`src/rtl/led_pattern_sequencer.sv`:
```
// LED pattern sequencer for the DE-board LED bank: a tick divider paces a small state
// machine that plays one of four 18-bit patterns on {LEDR, LEDG}, chosen by synchronised switches.
module led_pattern_sequencer #(
   parameter int TICK_DIV = 12500000,
   parameter int CNT_W    = $clog2(TICK_DIV)
) (
   input  logic       CLOCK_50,
   input  logic       RST_N,
   input  logic [1:0] mode,
   input  logic       pause,
   output logic [9:0] LEDR,
   output logic [7:0] LEDG,
   output logic       tick_out
);

   typedef enum logic {IDLE, RUN} state_t;
   typedef enum logic {DIR_DOWN, DIR_UP} dir_t;
   typedef enum logic [1:0] {M_ALT, M_WALK, M_BOUNCE, M_COUNT} mode_t;

   localparam logic [4:0]  POS_TOP  = 5'd17;
   localparam logic [17:0] ONE_HOT0 = 18'd1;

   logic [1:0]       mode_s1_q, mode_s_q;
   logic             pause_s1_q, pause_s_q;
   mode_t            mode_q, mode_d;
   state_t           state_q, state_d;
   dir_t             dir_q, dir_d;
   logic [4:0]       pos_q, pos_d;
   logic [17:0]      led_q, led_d;
   logic [CNT_W-1:0] cnt_q, cnt_d;

   logic             mode_chg;
   logic             tick;
   logic [4:0]       pos_n;

   assign mode_chg = (mode_s_q != mode_q);
   assign tick     = (cnt_q == CNT_W'(TICK_DIV - 1)) && !pause_s_q && !mode_chg;

   // NOTE: every flop, synchronisers included, takes the async reset so the board
   // powers up dark and deterministic; sequential state is written only with <=.
   always_ff @(posedge CLOCK_50 or negedge RST_N) begin
      if (!RST_N) begin
         mode_s1_q  <= '0;
         mode_s_q   <= '0;
         pause_s1_q <= 1'b0;
         pause_s_q  <= 1'b0;
         mode_q     <= M_ALT;
         state_q    <= IDLE;
         dir_q      <= DIR_DOWN;
         pos_q      <= POS_TOP;
         led_q      <= '0;
         cnt_q      <= '0;
      end else begin
         mode_s1_q  <= mode;
         mode_s_q   <= mode_s1_q;
         pause_s1_q <= pause;
         pause_s_q  <= pause_s1_q;
         mode_q     <= mode_d;
         state_q    <= state_d;
         dir_q      <= dir_d;
         pos_q      <= pos_d;
         led_q      <= led_d;
         cnt_q      <= cnt_d;
      end
   end

   // NOTE: all next-state signals get their hold value first, so no path can infer a latch.
   always_comb begin
      mode_d  = mode_q;
      state_d = state_q;
      dir_d   = dir_q;
      pos_d   = pos_q;
      led_d   = led_q;
      cnt_d   = cnt_q;
      pos_n   = pos_q;

      if (mode_chg) begin
         // A switch change restarts from a dark display, even while paused.
         mode_d  = mode_t'(mode_s_q);
         state_d = IDLE;
         led_d   = '0;
         cnt_d   = '0;
         pos_d   = POS_TOP;
         dir_d   = DIR_DOWN;
      end else if (!pause_s_q) begin
         if (!tick) begin
            cnt_d = cnt_q + CNT_W'(1);
         end else begin
            cnt_d = '0;
            unique case (state_q)
               IDLE: begin
                  state_d = RUN;
                  pos_d   = POS_TOP;
                  dir_d   = DIR_DOWN;
                  unique case (mode_q)
                     M_ALT:    led_d = 18'h2AAAA;
                     M_WALK:   led_d = 18'h20000;
                     M_BOUNCE: led_d = ONE_HOT0 << POS_TOP;
                     M_COUNT:  led_d = '0;
                  endcase
               end
               RUN: begin
                  unique case (mode_q)
                     M_ALT:  led_d = ~led_q;
                     M_WALK: led_d = {led_q[0], led_q[17:1]};
                     M_BOUNCE: begin
                        // Direction flips on arrival so each end shows for one step only.
                        if (dir_q == DIR_DOWN) begin
                           pos_n = pos_q - 5'd1;
                           if (pos_n == 5'd0) dir_d = DIR_UP;
                        end else begin
                           pos_n = pos_q + 5'd1;
                           if (pos_n == POS_TOP) dir_d = DIR_DOWN;
                        end
                        pos_d = pos_n;
                        led_d = ONE_HOT0 << pos_n;
                     end
                     M_COUNT: led_d = led_q + 18'd1;
                  endcase
               end
            endcase
         end
      end
   end

   assign LEDR     = led_q[17:8];
   assign LEDG     = led_q[7:0];
   assign tick_out = tick;

endmodule

```
`config.mk`:
```
export PLATFORM = sky130hd
export DESIGN_NAME = led_pattern_sequencer
export DESIGN_NICKNAME = d
export VERILOG_FILES = /design/src/rtl/led_pattern_sequencer.sv
export SDC_FILE = /design/constraint.sdc
export NUM_CORES = 1
export LEC_CHECK = 0
export BUFFER_PORTS_ARGS = -buffer_cell sky130_fd_sc_hd__buf_4
export CORE_MARGIN = 4
export CORE_UTILIZATION = 61
export CTS_CLUSTER_SIZE = 16
export DETAILED_ROUTE_END_ITERATION = 10
export PLACE_DENSITY_LB_ADDON = 0.2
export SETUP_SLACK_MARGIN = 0.5
export SLEW_MARGIN = 20
export SYNTH_ARGS = -nofsm -noshare
export SYNTH_HDL_FRONTEND = slang
export SYNTH_SLANG_ARGS = --single-unit
```
`constraint.sdc`:
```
create_clock -name CLOCK_50 -period 2.8 [get_ports CLOCK_50]
set_input_delay 0 -clock CLOCK_50 [delete_from_list [all_inputs] [get_ports CLOCK_50]]
set_output_delay 0 -clock CLOCK_50 [all_outputs]
set_load 0.02 [all_outputs]
```
==> impl_metrics.toml, run 1 <==
[setup_path]
critical_path.startpoint_type = "flip-flop"
r2r_cells = 8
cp-end-kind = "flip-flop"
cp_max_fo = 7
crit_type = "reg -> reg"
cp_data_arrival_time_ns = 2.63
crit_chain = "inv_4, ha_4, or4b_4, o21ai_4, xor2_4, nor3_2, a221o_1, a32o_1"
critical_path.max_stage_delay_ns = 0.50
cpMaxStageDelayCell = "or4b_4"
critPathRequiredTime_ns = 3.04

[place]
place_hpwl_um = 7060
place_congestion = 0.982
placed_area_um2 = 4070
dp.cells = 533
portBuffers = 23

[route]
wl_met2_um = 5720
top_layer = "met4"
drtAntennaViolNets = 0
drt-total-wl_um = 12100
drtIter0Drc = 404
drc = 0
wl_met3_um = 1130
viasPerCell = 6.79
wl_per_cell_um = 20.8
vias = 3945
firstDrtPassIters = 7
wl_met1_um = 4650

[synthesis]
synth.avg_cell_area_um2 = 8.61
syn_nets = 464
syn_area_um2 = 3900
ys_async_sr_fraction_pct = 100
synth_edf_count = 0
yosysWarningCount = 0
synth.distinct_cells = 71
syn_inst = 453
seq_area_frac_synth_pct = 36.6
synth-seq-cells = 57
synth_ff_type = "dfrtp_1"

[pwr]
switchingPower_w = 0.000447
power_frac_seq_pct = 48.1
clkPwrFrac_pct = 44.3
p_leak_nw = 1.86
peakVddDrop_v = 0.000328
p_per_area_nw_per_um2 = 367
p_int_w = 0.00130
pwr-share-comb_pct = 7.6
p_sw_share_pct = 25.6

[final_layout]
final_cell_area_um2 = 4750
fin_util_pct = 78.4
areaGrowthSynthToFinish_pct = 21.9
n_antenna_cell = 0
final_cells = 581
nets = 512
drive_gt1_share_pct = 24.7

[clock_network]
cts.path.max_buffers = 2
clock_latency_ns = 0.35
htreeDepth = 3
cts_sinks = 57
cts-buffers-inserted = 9
ctsRootBufferMaster = "clkbuf_8"
path_clk_slew_ns = 0.07
tritoncts = "done"

[floorplanning]
pin_count = 24
die_w_um = 88.0
die_area_um2 = 7740
fp-row-count = 28
core_um2 = 6060
start_util_pct = 64.3
fp.dieH_um = 88.0

[timing]
fin_worst_skew_ns = 0.0104
finalSetupViolCount = 0
rsz0062_at_grt = "yes"
fmax_ghz = 0.419
timing.final.hold_violations = 0
maxSlewHeadroom_pct = 51.2
worstMarginPinSlew_ns = 0.727
min_period_over_period_pct = 85.3
slew_viol_final = 0
tns_ns = 0
period_needed_ns = 2.39

[global_route]
grt_pass1_vias = 3630
grt_remaining_overflow = 0
grt_use_total_pct = 29.4
grt_max_degree = 58
antenna_found_initial = 0
grt_pass1_wl_um = 17800

[run_status]
status = "complete, no violations"

[worst_hold_path]
hp-class = "in -> async"

[job]
cap_violations = 0
## flip-flops by register name (all words and copies together), names as in the netlist
register	flops
cnt_q	24
dir_q	1
led_q	18
mode_q	2
mode_s1_q	2
mode_s_q	2
pause_s1_q	1
pause_s_q	1
pos_q	5
state_q	1
## Yosys cell counts, drive strengths merged, types with 3 or more instances
cell type | instances | area share [%]
inv | 14 | 1.3
a22oi | 4 | 0.77
a211oi | 6 | 1.3
nand2b | 5 | 0.80
o21bai | 3 | 0.58
nor4 | 4 | 0.64
dfrtp | 55 | 35
and3 | 4 | 0.64
nor3 | 19 | 2.7
o22ai | 4 | 0.64
a32o | 7 | 1.8
a21oi | 31 | 4.0
ha | 6 | 1.9
o221ai | 4 | 0.90
or2 | 4 | 0.64
or4 | 4 | 0.87
buf | 11 | 2.2
nand3 | 16 | 2.1
or3 | 5 | 0.80
clkbuf | 16 | 2.3
nand2 | 46 | 4.5
xor2 | 22 | 5.4
nand4 | 17 | 2.7
xnor2 | 20 | 4.7
a221oi | 3 | 0.83
o21ai | 21 | 3.1
a211o | 3 | 0.67
nor2b | 5 | 0.80
nor2 | 55 | 5.4
## what timing repair did
item / in CTS / in global routing
gates cloned: 0 / 1
hold buffers: 4 / 0
pin swaps: 1 / 13
resized for setup: 13 / 32
buffers inserted: 5 / 22
endpoints found under the setup margin: 25 / 44
hold endpoints to repair: 58 / 0
## per-stage QoR
stage	power [W]	setup WS (ns)	hold slack [ns]
global placement	0.000970	0.336	0.110
CTS	0.00173	0.495	0.288
floorplan	0.000927	0.507	-0.296
detailed placement	0.000972	0.250	0.104
global route	0.00179	0.312	0.340
finish	0.00175	0.411	0.255
## cell usage in the layout, fill, tap and decap left out, types with 4 or more instances in the layout
cell type	count
dfrtp_1	50
a211oi_1	5
and3_1	4
clkbuf_8	10
nand2b_1	5
dfrtp_2	5
or3_1	5
dlygate4sd3_1	4
inv_1	11
nor2b_1	4
o21ai_0	15
xnor2_1	17
nand2_1	44
nor3_1	16
xor2_1	20
a32o_1	7
nor2_1	52
buf_4	56
nand4_1	17
a21oi_1	31
nand3_1	16
## metal layers
layer,track usage (%),up-vias
met1,38.5,1893
li1,-,1718
met3,7.06,67
met4,13.5,0
met5,0,-
met2,46.2,267
## layout make-up
| cell class | count | area (um^2) |
|---|---|---|
| Inverter | 14 | 58.8 |
| Clock buffer | 13 | 149 |
| Fill cell | 393 | 1310 |
| Sequential cell | 57 | 1440 |
| Tap cell | 75 | 93.8 |
| Timing Repair Buffer | 64 | 523 |
| Multi-Input combinational cell | 355 | 2450 |
| Clock inverter | 3 | 40.0 |
## path summary, 6_finish.rpt
kind / start / endpoint / slack, ns
hold reg to reg: pause_s1_q / pause_s_q / 0.35
setup reg to reg: pos_q[0] / led_q[10] / 0.41
min in group CLOCK_50: mode[1] / mode_s1_q[1] / 0.31
setup / recovery: pos_q[0] / led_q[10] / 0.41
hold / removal: RST_N / led_q[4] / 0.25
max in group asynchronous: RST_N / pause_s_q / 2.00
## worst max-delay path, delay by kind of cell, from the launching register on
family / cells / cell delay, ns
AO/OA/AOI/OAI: 3 / 0.73
XOR/XNOR: 1 / 0.29
adder cells (fa/ha/maj): 1 / 0.17
flip-flops: 1 / 0.41
buffers and inverters: 1 / 0.09
AND/OR/NAND/NOR: 2 / 0.59
## power by group through the flow
stage	Sequential, W	Combinational [W]	Clock [W]
after floorplan	0.000850	0.0000767	0
after global placement	0.000853	0.000117	0
after detailed placement	0.000854	0.000118	0
after CTS	0.000839	0.000123	0.000767
after global routing	0.000840	0.000143	0.000802
final	0.000840	0.000133	0.000774
## cells by family (layout without fill, tap and decap cells)
family / Yosys count / after routing / synth area share, %
compound gates: 112 / 112 / 20.3
xor+xnor: 42 / 43 / 10.1
fa+ha+maj: 6 / 6 / 1.92
buf+inv: 42 / 94 / 6.06
flops: 57 / 57 / 36.6
mux: 2 / 2 / 0.513
simple gates: 192 / 192 / 24.4
Note: power is estimated with default switching activity, not from simulation.
==> run 2: changes to the inputs <==
==> constraint.sdc (replaced) <==
create_clock -name CLOCK_50 -period 2.8 [get_ports CLOCK_50]
set_input_delay 0.56 -clock CLOCK_50 [delete_from_list [all_inputs] [get_ports CLOCK_50]]
set_output_delay 0.56 -clock CLOCK_50 [all_outputs]
set_load 0.02 [all_outputs]
==> run 2 against run 1 <==
Effect of this change: critical path depth is 2 lower; via count is 2.4% higher; die area stayed put; clock skew is 0.017 ns higher; total power is 6.4% higher; critical path type is now reg -> out; highest routed layer unchanged.
==> impl_metrics.toml, run 2 (synthesized netlist as in run 1, its figures left out) <==
[timing]
fmax_ghz = 0.383
min_period_over_period_pct = 93.3
maxSlewHeadroom_pct = 51.3
slew_viol_final = 0
tns_ns = 0
fin_worst_skew_ns = 0.0272
finalSetupViolCount = 0
period_needed_ns = 2.61
worstMarginPinSlew_ns = 0.730
rsz0062_at_grt = "yes"
timing.final.hold_violations = 0

[pwr]
power_w = 0.00186
p_per_area_nw_per_um2 = 379
p_leak_nw = 1.94
peakVddDrop_v = 0.000423

[final_layout]
layout_common_cells = "70 x buf_4, 51 x dfrtp_1, 50 x nor2_1"
top_regs = "cnt_q x24, led_q x18, pos_q x5"
nets = 522
largest-register = "cnt_q"
n_antenna_cell = 0
drive_gt1_share_pct = 28.4
final_common_cell = "buf_4"
areaGrowthSynthToFinish_pct = 25.7
largest_register_ffs = 24

[setup_path]
cp_data_arrival_time_ns = 2.05
cp-end-kind = "output port"
crit_type = "reg -> out"
critical_path.startpoint_type = "flip-flop"
r2r_end = "led_q[10]"
ff2ff_setup_slack_ns = 0.34
cp_max_fo = 3
critPathRequiredTime_ns = 2.24
r2r_cells = 8
r2r-start = "pos_q[1]"

[clock_network]
tritoncts = "done"
cts-buffers-inserted = 9
path_clk_slew_ns = 0.09
clock_latency_ns = 0.36
hold_buffers = 0
cts_sinks = 57
ctsRootBufferMaster = "clkbuf_8"
cts.path.max_buffers = 2
htreeDepth = 3

[route]
drt-total-wl_um = 12500
viasPerCell = 6.86
drtAntennaViolNets = 0
firstDrtPassIters = 6
drc = 0
vias = 4040
wl_per_cell_um = 21.2
drtIter0Drc = 488

[global_route]
grt_use_total_pct = 29.2
grt_pass1_wl_um = 17500
grt_pass1_vias = 3638
grt_remaining_overflow = 0
grt_max_degree = 58
antenna_found_initial = 0

[floorplanning]
start_util_pct = 64.3
fp.dieH_um = 88.0
die_area_um2 = 7740
die_w_um = 88.0
fp-row-count = 28
core_um2 = 6060
pin_count = 24

[place]
place_congestion = 0.881
portBuffers = 23
place_hpwl_um = 7100

[job]
cap_violations = 0

[run_status]
status = "complete, no violations"

[worst_hold_path]
hp-class = "in -> async"
-- run 2: cell count changes in the layout (fill, tap and decap cells not counted), sizes merged --
cell         before  now
dlygate4sd3       4    0
clkinv            2    1
clkbuf           13   11
bufinv            1    2
buf              60   74
-- run 2: cell type report --
| type | count | area (um^2) |
|---|---|---|
| flip-flops and latches | 57 | 1430 |
| fillers | 376 | 1160 |
| repair buffers | 74 | 579 |
| well taps | 75 | 93.8 |
| clock inverters | 3 | 65.1 |
| clock buffers | 11 | 151 |
| multi-input cells | 355 | 2520 |
| inverters | 14 | 58.8 |
-- run 2: per-stage QoR --
step,util (%),std cells,worst slack (ns),hold slack [ns],instance area [um^2]
2_1_floorplan,-,453,0.507,0.264,3920
3_3_place_gp,67.7,537,0.383,0.334,4100
3_5_place_dp,67.7,537,0.330,0.338,4100
4_1_cts,73.1,559,0.283,0.304,4430
5_1_grt,80.9,589,0.144,0.320,4900
6_report,80.9,589,0.187,0.258,4900
-- run 2: worst max-delay path by stage --
stage / from / endpoint / cells after the start
global route: cnt_q[1] / tick_out / 6
CTS: cnt_q[1] / tick_out / 6
global placement: pause_s_q / tick_out / 5
detailed placement: pause_s_q / tick_out / 5
floorplan: pos_q[1] / led_q[10] / 8
finish: cnt_q[1] / tick_out / 6
-- run 2: metal layers --
layer  global-route usage (%)  wire [um]  vias up
li1                         -          -     1750
met1                     36.8       4690     1894
met2                     47.9       5960      305
met3                     6.21       1220       91
met4                     13.8        629        0
met5                        0          0        -
-- run 2: power breakdown --
group	leakage (nW)	internal (W)	switching [W]	total, W
sequential	0.765	0.000831	0.00000429	0.000835
combinational	1.06	0.0000367	0.000105	0.000142
clock	0.111	0.000538	0.000344	0.000882
-- run 2: timing repair --
action | 4_1_cts | 5_1_grt
cloned | 0 | 1
resized for setup | 13 | 43
setup buffers | 8 | 29
pin swaps | 3 | 26
endpoints found under the setup margin | 30 | 31
-- run 2: worst max-delay path, stage by stage, from the launching register on --
cell and delay [ns]:
dfrtp_1 0.38, ha_2 0.19, and3b_2 0.23, nand4_1 0.12
or4_4 0.55, nor2_4 0.12, buf_6 0.12
==> run 3: changes to the inputs <==
--- a/config.mk
+++ b/config.mk
@@ -6,6 +6,7 @@
 export NUM_CORES = 1
 export LEC_CHECK = 0
 export BUFFER_PORTS_ARGS = -buffer_cell sky130_fd_sc_hd__buf_4
+export CORE_ASPECT_RATIO = 0.9
 export CORE_MARGIN = 4
 export CORE_UTILIZATION = 61
 export CTS_CLUSTER_SIZE = 16
==> run 3 against run 2 <==
Effect of this change: register-to-register slack better by 0.06 ns; global-route usage up 0.33 points; largest cell class unchanged; largest power group unchanged; clock power up 2.4%; worst hold slack worse by 0.0054 ns; sequential power about the same; cell count up 1.9%.
==> impl_metrics.toml, run 3 (synthesized netlist as in run 1, its figures left out) <==
[timing]
fin_worst_skew_ns = 0.0121
maxSlewHeadroom_pct = 52.9
timing.final.hold_violations = 0
finalSetupViolCount = 0
period_needed_ns = 2.55
fmax_ghz = 0.393
rsz0062_at_grt = "yes"
worstMarginPinSlew_ns = 0.707
fin_ws_ns = 0.254
tns_ns = 0
min_period_over_period_pct = 90.9
timing.hold.ws_ns = 0.253
slew_viol_final = 0

[floorplanning]
fp-row-count = 27
pin_count = 24
core_um2 = 6150
fp.dieH_um = 83.9
die_area_um2 = 7740
die_w_um = 92.3
start_util_pct = 63.4

[run_status]
status = "complete, no violations"

[setup_path]
cp_data_arrival_time_ns = 1.99
r2r_cells = 9
cp-end-kind = "output port"
cp-endpoint = "tick_out"
critical_path.startpoint_type = "flip-flop"
ff2ff_setup_slack_ns = 0.40
crit_type = "reg -> out"
r2r_end = "dir_q"
critPathRequiredTime_ns = 2.24
crit_start = "cnt_q[0]"
cp_max_fo = 3
r2r-start = "pos_q[0]"

[final_layout]
top_regs = "cnt_q x24, led_q x18, pos_q x5"
n_antenna_cell = 0
final_common_cell = "buf_4"
areaGrowthSynthToFinish_pct = 25.9
fin_util_pct = 79.9
layout_common_cells = "66 x buf_4, 51 x nor2_1, 51 x dfrtp_1"
largest_register_ffs = 24
largest-register = "cnt_q"
nets = 519
drive_gt1_share_pct = 28.1

[route]
drtAntennaViolNets = 0
viasPerCell = 6.61
firstDrtPassIters = 7
drt-total-wl_um = 12100
drc = 0
wl_per_cell_um = 20.2
drtIter0Drc = 516
vias = 3967

[clock_network]
hold_buffers = 0
clock_latency_ns = 0.35
cts-buffers-inserted = 9
ctsRootBufferMaster = "clkbuf_8"
cts.path.max_buffers = 2
tritoncts = "done"
path_clk_slew_ns = 0.07
cts_sinks = 57
htreeDepth = 3

[pwr]
peakVddDrop_v = 0.000340
p_leak_nw = 1.96
p_per_area_nw_per_um2 = 382
clkPwrFrac_pct = 48.1
power_frac_seq_pct = 44.6
pwr-share-comb_pct = 7.3
p_int_w = 0.00141
p_sw_share_pct = 24.6
switchingPower_w = 0.000462

[place]
dp_slack_ns = 0.290
place_congestion = 0.978
place_hpwl_um = 7340
portBuffers = 23

[global_route]
grt_pass1_wl_um = 18100
grtUsageMet1_pct = 41.5
grt_remaining_overflow = 0
grt_pass1_vias = 3636
grt_use_total_pct = 29.5
grt_max_degree = 58
busiest_layer = "met2"
grt_use_met3_pct = 7.94
grt_util_met2_pct = 43.4
antenna_found_initial = 0

[job]
cap_violations = 0

[worst_hold_path]
hp-class = "in -> async"
==> run 3: cell count changes in the layout (fill, tap and decap cells not counted), sizes merged <==
cell      before  now
buf           74   69
xor2          22   23
or2            4    5
clkinv         1    2
clkinvlp       1    2
==> run 3: worst min-delay path by stage <==
stage	startpoint	end	slack (ns)	depth (start not counted)
2_1_floorplan	RST_N	cnt_q[0]	0.26	0
3_3_place_gp	mode_s1_q[1]	mode_s_q[1]	0.33	0
3_5_place_dp	mode_s1_q[0]	mode_s_q[0]	0.34	0
4_1_cts	RST_N	led_q[4]	0.30	1
5_1_grt	pause	pause_s1_q	0.32	1
6_report	RST_N	led_q[4]	0.25	1
==> run 3: what timing repair did <==
item / CTS / global route
buffers inserted: 9 / 24
pin swaps: 8 / 20
gates cloned: 1 / 2
resized for setup: 26 / 28
setup endpoints to repair: 18 / 20
==> run 3: area by class of cell <==
cell class	count	area [um^2]
multi-input cells	357	2540
flip-flops and latches	57	1430
fillers	407	1240
repair buffers	69	538
clock buffers	11	151
well taps	87	109
clock inverters	5	77.6
inverters	14	61.3
==> run 3: metrics by stage <==
step / std cells / total power [W] / area (um^2)
floorplan: 453 / 0.000927 / 3920
global placement: 548 / 0.000974 / 4130
detailed placement: 548 / 0.000976 / 4130
CTS: 574 / 0.00186 / 4560
global route: 600 / 0.00191 / 4910
finish: 600 / 0.00188 / 4910
==> run 3: power groups by stage <==
stage	sequential, W	combinational, W	clock, W
2_1_floorplan	0.000850	0.0000767	0
3_3_place_gp	0.000851	0.000122	0
3_5_place_dp	0.000852	0.000124	0
4_1_cts	0.000836	0.000126	0.000900
5_1_grt	0.000838	0.000148	0.000929
6_report	0.000837	0.000136	0.000903
==> run 3: layer usage <==
| layer | routed length (um) | part of all wire [%] |
|---|---|---|
| met5 | 0 | 0 |
| met1 | 4750 | 39 |
| met4 | 398 | 3.3 |
| met2 | 5500 | 45 |
| met3 | 1480 | 12 |
==> run 3: worst max-delay path, stage by stage, from the launching register on <==
cell,delay [ns]
dfrtp_1,0.38
ha_2,0.18
and3b_2,0.21
nand4_1,0.15
or4_4,0.49
nor2_4,0.11
buf_6,0.12
